==> src/rtl/conv_pkg.sv <==
// Shared definitions for the layer-1/layer-2 max-pool + flatten stage.
// Holds the data width, memory-select codes of the shared memory port and
// the pooling FSM state encoding.
package conv_pkg;
  localparam int DW = 20;

  typedef enum logic [2:0] {
    CSEL_NONE  = 3'b000,
    CSEL_L0_M0 = 3'b001,
    CSEL_L0_M1 = 3'b010,
    CSEL_L1_M0 = 3'b011,
    CSEL_L1_M1 = 3'b100,
    CSEL_L2    = 3'b101
  } csel_e;

  typedef enum logic [2:0] {
    IDLE = 3'd0,
    RD   = 3'd1,
    LAST = 3'd2,
    WR1  = 3'd3,
    WR2  = 3'd4,
    DONE = 3'd5
  } state_e;
endpackage

==> src/rtl/maxpool_addr_gen.sv <==
// Loop counters and address generation for the pooling stage.
// Ports:
//   clk, reset      clock, async active-low reset
//   i_clr           clear all counters (held while the FSM is idle)
//   i_k_inc         step the 2x2 window index k
//   i_adv           advance to the next output pixel (px, then py, then ch)
//   o_k, o_ch       current window index / channel
//   o_ch_nxt        channel value after this edge
//   o_last_px       current pixel is the final one (ch=1, py=31, px=31)
//   o_rd_addr_nxt   L0 read address for the counter values after this edge
//   o_l1_addr       L1 write address {py, px}
//   o_l2_addr       L2 write address {py, px, ch}
module maxpool_addr_gen
  import conv_pkg::*;
(
  input  logic        clk,
  input  logic        reset,
  input  logic        i_clr,
  input  logic        i_k_inc,
  input  logic        i_adv,
  output logic [1:0]  o_k,
  output logic        o_ch,
  output logic        o_ch_nxt,
  output logic        o_last_px,
  output logic [11:0] o_rd_addr_nxt,
  output logic [9:0]  o_l1_addr,
  output logic [10:0] o_l2_addr
);
  logic       r_ch, w_ch_nxt;
  logic [4:0] r_py, r_px, w_py_nxt, w_px_nxt;
  logic [1:0] r_k, w_k_nxt;

  always_comb begin
    w_k_nxt  = r_k;
    w_px_nxt = r_px;
    w_py_nxt = r_py;
    w_ch_nxt = r_ch;
    if (i_clr) begin
      w_k_nxt  = '0;
      w_px_nxt = '0;
      w_py_nxt = '0;
      w_ch_nxt = 1'b0;
    end else if (i_k_inc) begin
      w_k_nxt = r_k + 2'd1;
    end else if (i_adv) begin
      w_k_nxt  = '0;
      w_px_nxt = r_px + 5'd1;
      if (r_px == 5'd31) begin
        w_py_nxt = r_py + 5'd1;
        if (r_py == 5'd31) w_ch_nxt = ~r_ch;
      end
    end
  end

  always_ff @(posedge clk or negedge reset) begin
    if (!reset) begin
      r_k  <= '0;
      r_px <= '0;
      r_py <= '0;
      r_ch <= 1'b0;
    end else begin
      r_k  <= w_k_nxt;
      r_px <= w_px_nxt;
      r_py <= w_py_nxt;
      r_ch <= w_ch_nxt;
    end
  end

  // Read address is built from the post-edge counters so the top can
  // register it in the same edge that enters the RD cycle it belongs to.
  // Row = 2*py + k[1], col = 2*px + k[0].
  assign o_rd_addr_nxt = {w_py_nxt, w_k_nxt[1], w_px_nxt, w_k_nxt[0]};
  assign o_l1_addr     = {r_py, r_px};
  assign o_l2_addr     = {r_py, r_px, r_ch};
  assign o_k           = r_k;
  assign o_ch          = r_ch;
  assign o_ch_nxt      = w_ch_nxt;
  assign o_last_px     = r_ch & (&r_py) & (&r_px);
endmodule

==> src/rtl/maxpool_flatten.sv <==
// ReLU + 2x2/stride-2 max-pool over two 64x64 layer-0 maps, writing the
// 32x32 pooled maps to L1_MEM0/1 and the channel-interleaved flattened
// vector to L2_MEM. 7 cycles per output pixel: RD x4, LAST, WR1, WR2.
// Ports:
//   clk, reset   clock, async active-low reset
//   start        one-cycle request, honoured only while idle
//   busy, done   run in progress / one-cycle completion pulse
//   crd, caddr_rd, cdata_rd   memory read (data 1 cycle after request)
//   cwr, caddr_wr, cdata_wr   memory write
//   csel         memory select (conv_pkg::csel_e)
module maxpool_flatten
  import conv_pkg::*;
#(
  parameter int DW      = conv_pkg::DW,
  parameter int RELU_EN = 1
) (
  input  logic          clk,
  input  logic          reset,
  input  logic          start,
  output logic          busy,
  output logic          done,
  output logic          crd,
  output logic [11:0]   caddr_rd,
  input  logic [DW-1:0] cdata_rd,
  output logic          cwr,
  output logic [11:0]   caddr_wr,
  output logic [DW-1:0] cdata_wr,
  output logic [2:0]    csel
);
  state_e        r_state, w_state_nxt;
  logic          r_go;
  logic [1:0]    w_k;
  logic          w_ch, w_ch_nxt, w_last;
  logic [11:0]   w_rd_addr_nxt;
  logic [9:0]    w_l1_addr;
  logic [10:0]   w_l2_addr;
  logic [DW-1:0] w_samp, w_max_nxt, r_max;
  logic          w_cap, w_first;
  csel_e         w_csel_nxt, r_csel;
  logic          r_busy, r_done, r_crd, r_cwr;
  logic [11:0]   r_caddr_rd, r_caddr_wr;
  logic [DW-1:0] r_cdata_wr;

  maxpool_addr_gen u_addr (
    .clk          (clk),
    .reset        (reset),
    .i_clr        (r_state == IDLE),
    .i_k_inc      (r_state == RD),
    .i_adv        ((r_state == WR2) && !w_last),
    .o_k          (w_k),
    .o_ch         (w_ch),
    .o_ch_nxt     (w_ch_nxt),
    .o_last_px    (w_last),
    .o_rd_addr_nxt(w_rd_addr_nxt),
    .o_l1_addr    (w_l1_addr),
    .o_l2_addr    (w_l2_addr)
  );

  // Start is latched first and the FSM leaves IDLE on the following edge;
  // every bus output is then registered from the next-state decode.
  always_ff @(posedge clk or negedge reset) begin
    if (!reset) begin
      r_go    <= 1'b0;
      r_state <= IDLE;
    end else begin
      r_go    <= (r_state == IDLE) && start;
      r_state <= w_state_nxt;
    end
  end

  always_comb begin
    w_state_nxt = r_state;
    case (r_state)
      IDLE:    if (r_go) w_state_nxt = RD;
      RD:      if (w_k == 2'd3) w_state_nxt = LAST;
      LAST:    w_state_nxt = WR1;
      WR1:     w_state_nxt = WR2;
      WR2:     w_state_nxt = w_last ? DONE : RD;
      DONE:    w_state_nxt = IDLE;
      default: w_state_nxt = IDLE;
    endcase
  end

  // Sample requested in RD[k] arrives during RD[k+1] (or LAST for k=3).
  assign w_samp    = ((RELU_EN != 0) && cdata_rd[DW-1]) ? '0 : cdata_rd;
  assign w_cap     = ((r_state == RD) && (w_k != 2'd0)) || (r_state == LAST);
  assign w_first   = (r_state == RD) && (w_k == 2'd1);
  assign w_max_nxt = (w_first || ($signed(w_samp) > $signed(r_max))) ? w_samp : r_max;

  always_comb begin
    w_csel_nxt = CSEL_NONE;
    case (w_state_nxt)
      RD:      w_csel_nxt = w_ch_nxt ? CSEL_L0_M1 : CSEL_L0_M0;
      WR1:     w_csel_nxt = w_ch ? CSEL_L1_M1 : CSEL_L1_M0;
      WR2:     w_csel_nxt = CSEL_L2;
      default: w_csel_nxt = CSEL_NONE;
    endcase
  end

  always_ff @(posedge clk or negedge reset) begin
    if (!reset) begin
      r_max      <= '0;
      r_busy     <= 1'b0;
      r_done     <= 1'b0;
      r_crd      <= 1'b0;
      r_cwr      <= 1'b0;
      r_csel     <= CSEL_NONE;
      r_caddr_rd <= '0;
      r_caddr_wr <= '0;
      r_cdata_wr <= '0;
    end else begin
      if (w_cap) r_max <= w_max_nxt;
      // LAST holds the final sample; the finished max goes straight to the bus
      if (r_state == LAST) r_cdata_wr <= w_max_nxt;
      r_busy <= (w_state_nxt != IDLE);
      r_done <= (w_state_nxt == DONE);
      r_crd  <= (w_state_nxt == RD);
      r_cwr  <= (w_state_nxt == WR1) || (w_state_nxt == WR2);
      r_csel <= w_csel_nxt;
      if (w_state_nxt == RD)  r_caddr_rd <= w_rd_addr_nxt;
      if (w_state_nxt == WR1) r_caddr_wr <= {2'b00, w_l1_addr};
      if (w_state_nxt == WR2) r_caddr_wr <= {1'b0, w_l2_addr};
    end
  end

  assign busy     = r_busy;
  assign done     = r_done;
  assign crd      = r_crd;
  assign cwr      = r_cwr;
  assign csel     = r_csel;
  assign caddr_rd = r_caddr_rd;
  assign caddr_wr = r_caddr_wr;
  assign cdata_wr = r_cdata_wr;
endmodule

==> config.mk <==
export PLATFORM = sky130hd
export DESIGN_NAME = maxpool_flatten
export DESIGN_NICKNAME = d
export VERILOG_FILES = /design/src/rtl/conv_pkg.sv /design/src/rtl/maxpool_addr_gen.sv /design/src/rtl/maxpool_flatten.sv
export SDC_FILE = /design/constraint.sdc
export NUM_CORES = 1
export LEC_CHECK = 0
export BUFFER_PORTS_ARGS = -buffer_cell sky130_fd_sc_hd__buf_2
export CAP_MARGIN = 20
export CORE_ASPECT_RATIO = 0.5
export CORE_MARGIN = 3
export CORE_UTILIZATION = 41
export DETAILED_ROUTE_END_ITERATION = 12
export SLEW_MARGIN = 20
export SYNTH_ARGS = -nofsm -noshare
export SYNTH_HDL_FRONTEND = slang
export SYNTH_SLANG_ARGS = --single-unit
==> constraint.sdc <==
create_clock -name clk -period 6.33 [get_ports clk]
set_input_delay 1.899 -clock clk [delete_from_list [all_inputs] [get_ports clk]]
set_output_delay 1.899 -clock clk [all_outputs]
set_load 0.02 [all_outputs]
# Word level (Yosys, flattened, before mapping)
# Cells that the tools add are included.
# word_totals
regBits	88
input_bits	23
output_inout_bits	51
wordCells	74
# classes
n_addsub	3
order_cmp	1
n_eq_ne	12
mux	26
n_bitwise	3
n_reduce_logical	14
# ops
operator	n
two-way mux 5 bit	7
two-way mux 12 bit	2
greater-than comparator 20 bit	1
two-way mux 20 bit	1
two-way mux 19 bit	1
one-hot mux 3 bit (5 select lines)	1
two-way mux 3 bit	4
adder 5 x 1 -> 5 bit, second input constant	2
equality test 5 bit, second input constant	2
AND reduction 5 bit	2
equality test 3 x 2 -> 1 bit, second input constant	3
equality test 3 bit, second input constant	3
one-hot mux 3 bit (3 select lines)	1
two-way mux 2 bit	4
equality test 3 x 1 -> 1 bit, second input constant	2
two-way mux 1 bit	5
logical AND 1 bit	4
nonzero test 2 bit	2
logical NOT 3 bit	1
logical OR 1 bit	3
nonzero test 3 bit	1
adder 2 x 1 -> 2 bit, second input constant	1
bitwise AND 1 bit	2
equality test 2 x 1 -> 1 bit, second input constant	1
other kinds (3)	3

# Depth between registers and ports, before layout
# depth
depth_word	10
ltp_mapped	13
depth_no_buf	10

# Hierarchy
# Synthesis repeated with hierarchy kept, for this count alone.
# hier_totals
hier_cells	437
area_unflattened_um2	4581.9
# by_module_without_submodules
mod	n_inst	cells_each	area_per_inst_um2	seq_area_each_um2
maxpool_flatten	1	362	3809.9	1851.8
maxpool_addr_gen	1	75	772.0	325.3

# Least setup slack after synthesis
# Ideal clock, no wire load.
# synth_path
path_kind	in2reg
startpoint	input cdata_rd[19]
endpoint	register r_cdata_wr[18], in the netlist cdata_wr[18]
setup_ps	127
t_arrival_ps	4259
required_ps	6203
path_slack_ps	1944
path_stages	13
path_buffers	4
path_cell_list	clkbuf_1 clkbuf_1 nand2b_1 inv_1 ha_1 nand4b_4 or4_4 or2_1 buf_6 buf_6 nand3_1 mux2_1 o211ai_2
# synth_between
elab_chain_len	4
# synth_rtl
item	line	rtl
from (decl)	maxpool_flatten.sv:24	input logic [DW-1:0] cdata_rd,
two-way mux 19 bit (*)	maxpool_flatten.sv:85	assign w_samp = ((RELU_EN != 0) && cdata_rd[DW-1]) ? '0 : cdata_rd;
greater-than comparator 20 bit	maxpool_flatten.sv:88	assign w_max_nxt = (w_first || ($signed(w_samp) > $signed(r_max))) ? w_samp : r_max;
logical OR 1 bit	maxpool_flatten.sv:88	
two-way mux 20 bit (*)	maxpool_flatten.sv:88	
to (signal assigned)	maxpool_flatten.sv:114	if (r_state == LAST) r_cdata_wr <= w_max_nxt;
to (decl)	maxpool_flatten.sv:42	logic [DW-1:0] r_cdata_wr;
# Every way passes the cells marked *; elsewhere a longest branch is shown, timed or not.
# A chain may end at the register's enable or synchronous reset.

# Final worst setup path
# layout_path
startpoint	input cdata_rd[19]
endpoint	register r_max[9]
# layout_between
elab_chain_len	4
# layout_rtl
item	line	rtl
two-way mux 19 bit (*)	maxpool_flatten.sv:85	
greater-than comparator 20 bit	maxpool_flatten.sv:88	
logical OR 1 bit	maxpool_flatten.sv:88	
two-way mux 20 bit (*)	maxpool_flatten.sv:88	
to (signal assigned)	maxpool_flatten.sv:112	if (w_cap) r_max <= w_max_nxt;
to (decl)	maxpool_flatten.sv:37	logic [DW-1:0] w_samp, w_max_nxt, r_max;
# Marks and branches as above.

==> reports/metrics.cfg <==
[status]
status = completed

[global_routing]
globalRouteMet2Util_pct = 26.4
use_met3_pct = 4.60
grt_max_degree = 64
overflow = 0
grt_pass1_vias = 4049
grt_pass1_wl_mm = 20.9
gr-usage-met1_pct = 26.1
track_usage_pct = 17.9
antenna_found_initial = 0
busiest_layer = met2

[critical_path]
r2r_start = r_max[17]$_DFFE_PN0P_
critPathCaptureType = flop
cp.arrival_ns = 5.03
worst-setup-path-type = in2reg
crit_required_ns = 6.56
path_max_fanout = 21
rr_worst_depth = 8
regToRegEndpoint = r_max[9]$_DFFE_PN0P_
r2r_slack_ns = 3.11
startpoint_type = input port

[yosys]
syn_inst = 566
yosysTopAreaCell = dfrtp_1
synthTopCellsByArea = dfrtp_1 (41%), ha_1 (6.4%), nand2_1 (6.1%), nand3_1 (4.4%), mux2_2 (4.1%)
synth_edf_count = 0
syn_area_um2 = 5280
synth_most_common_cell = dfrtp_1
synthArstFlopShare_pct = 100
yosys_warnings = 0
synth_cell_types = 45
netlist.area_leader.share_pct = 41.3
ys.flop_type = dfrtp_1
ys_ff_latch = 87
netlist_top_cells_count = dfrtp_1 (87), nand2_1 (86), nand3_1 (46), inv_1 (39), ha_1 (27)
syn_avg_cell_area_um2 = 9.32
yosysSeqAreaShare_pct = 41.3
syn_nets = 616

[worst_hold_path]
hp-class = reg2reg
hp-start = caddr_wr[1]$_DFFE_PN0P_
holdPathStages = 2
min_to = caddr_wr[1]$_DFFE_PN0P_

[power_and_ir_drop]
swShare_pct = 41.6
switching_power_uw = 1010
pwr-share-comb_pct = 43.1
pwr_density_cell_nw_per_um2 = 404
vdd_drop_max_mv = 0.165
p_seq_share_pct = 33.5
power_uw = 2430
p_leak_uw = 0.00293
clockPowerShare_pct = 23.4
p_int_uw = 1420

[clock_tree]
clk_path_buf_depth = 2
cts_setup_buffers = 0
cts_buffers = 9
post_cts_resized = 0
path_clk_slew_ns = 0.07
cts_tree = built
cts_root_buffer = clkbuf_16
clock_latency_ns = 0.35
h-tree-depth = 3
cts_hold_buffers = 0
cts_sinks = 87

[floorplanning]
die_w_um = 166
initial_core_util_pct = 43.3
core_um2 = 12200
num_rows = 28
die-area_um2 = 14400
boundaryPins = 74
fp.dieH_um = 86.2

[drt]
wl_per_cell_um = 15.7
firstDrtPassIters = 4
dr.first_iter.drc_count = 241
drc = 0
ant_nets = 0
drt_wl_total_mm = 12.3
via_per_inst = 5.44
vias = 4255

[cells_and_area]
syn2layout_area_growth_pct = 13.7
nets = 662
drive_gt1_share_pct = 21.7
diodes = 0

[place]
dp_hpwl_mm = 8.27
place_congestion = 0.873
port_buffers = 72

[timing]
skew_ns = 0.00983
slew_headroom_pct = 28.4
setup_violations = 0
hold_violations = 0
timing.final.crit_share_pct = 75.7
layout_min_cycle_time_ns = 4.79
maxSlewViolCount = 0
max_freq_mhz = 209
tightestPinTransition_ns = 1.07
fin_setup_tns_ns = 0
rsz0062_at_grt = no

[job]
drv_cap = 0

## power groups by stage
| stage | logic [µW] | registers (µW) | clock network [µW] |
|---|---|---|---|
| floorplan | 742 | 881 | 0 |
| global placement | 1040 | 823 | 0 |
| detailed placement | 1040 | 823 | 0 |
| CTS | 1050 | 812 | 585 |
| global route | 1170 | 836 | 605 |
| finish | 1050 | 812 | 568 |
## worst max-delay path: stages
cell and delay, ns:
buf_2 0.24, nand2b_1 0.19, inv_1 0.08, ha_1 0.33
nand4b_4 0.14, or4_4 0.57, nor2_2 0.71, buf_4 0.39
nor4_1 0.09, a311o_1 0.36
## kinds of logic (layout without fill, tap and decap cells)
family                     count (synthesis)  in the layout  synth area share (%)
AOI/OAI and AO/OA                        100            100                  14.9
other                                      1              1                0.0711
adders and majority gates                 27             27                  6.40
DFF                                       87             87                  41.3
buffers and inverters                     84            135                  7.14
muxes                                     43             43                  8.87
xor gates and xnor gates                   4              4                 0.664
and+or+nand+nor                          220            220                  20.7
## placed cells by master, fill, tap and decap left out, types with 3 or more instances in the layout
cell	synthesis	routed
o211ai_2	10	10
and2_1	3	3
dfrtp_1	87	87
o21ai_0	22	22
clkbuf_16	0	9
nor2_1	14	14
nor2b_1	3	3
buf_2	10	71
and3_1	3	3
nand3_1	46	46
mux2_2	19	19
nand2_1	86	86
mux2i_1	13	13
xor2_1	3	3
ha_1	27	27
nor3_1	5	4
o311ai_0	19	19
nor4_1	20	20
inv_1	39	39
o211ai_1	9	9
nand4_1	6	6
buf_4	1	9
a21oi_1	14	14
nand2b_1	24	23
a311o_1	19	19
mux2_1	11	11
## area by class of cell
type | count | area [µm²]
well taps | 165 | 206
flip-flops and latches | 87 | 2180
multi-input cells | 395 | 2730
inverters | 39 | 146
repair buffers | 80 | 423
fillers | 1174 | 6190
clock buffers | 10 | 239
clock inverters | 6 | 76.3
## through the flow
| stage | hold WS, ns | utilization (%) | std cells | instance area, µm² | worst slack, ns |
|---|---|---|---|---|---|
| floorplan | 0.504 | - | 566 | 5280 | 1.94 |
| global placement | 0.463 | 46.6 | 766 | 5680 | 1.29 |
| detailed placement | 0.465 | 46.6 | 766 | 5680 | 1.19 |
| CTS | 0.481 | 49.2 | 782 | 6000 | 1.55 |
| global route | 0.513 | 49.2 | 782 | 6000 | 1.33 |
| finish | 0.474 | 49.2 | 782 | 6000 | 1.54 |
## worst max-delay path by stage
| stage | startpoint | end | slack, ns | depth (start not counted) |
|---|---|---|---|---|
| 6_report | cdata_rd[19] | r_max[9]$_DFFE_PN0P_ | 1.54 | 10 |
| 5_1_grt | cdata_rd[19] | r_max[11]$_DFFE_PN0P_ | 1.33 | 10 |
| 4_1_cts | cdata_rd[19] | r_max[16]$_DFFE_PN0P_ | 1.55 | 10 |
| 3_5_place_dp | cdata_rd[19] | r_max[16]$_DFFE_PN0P_ | 1.19 | 10 |
| 3_3_place_gp | cdata_rd[19] | r_max[17]$_DFFE_PN0P_ | 1.29 | 10 |
| 2_1_floorplan | cdata_rd[19] | cdata_wr[18]$_DFFE_PN0P_ | 1.94 | 13 |
## per-layer routing
layer	share of wire [%]	up-vias
met1	51	2018
met2	43	100
met4	0.95	0
met5	0	-
met3	5.3	10
li1	-	2127
## state kept, by name, indices dropped and copies added, names as in the netlist
signal	count
cdata_wr	20
r_max	20
caddr_rd	12
caddr_wr	11
u_addr.r_px	5
u_addr.r_py	5
csel	3
r_state	3
u_addr.o_k	2
busy	1
crd	1
cwr	1
done	1
r_go	1
u_addr.o_ch	1
Note: power is estimated with default switching activity, not from simulation.
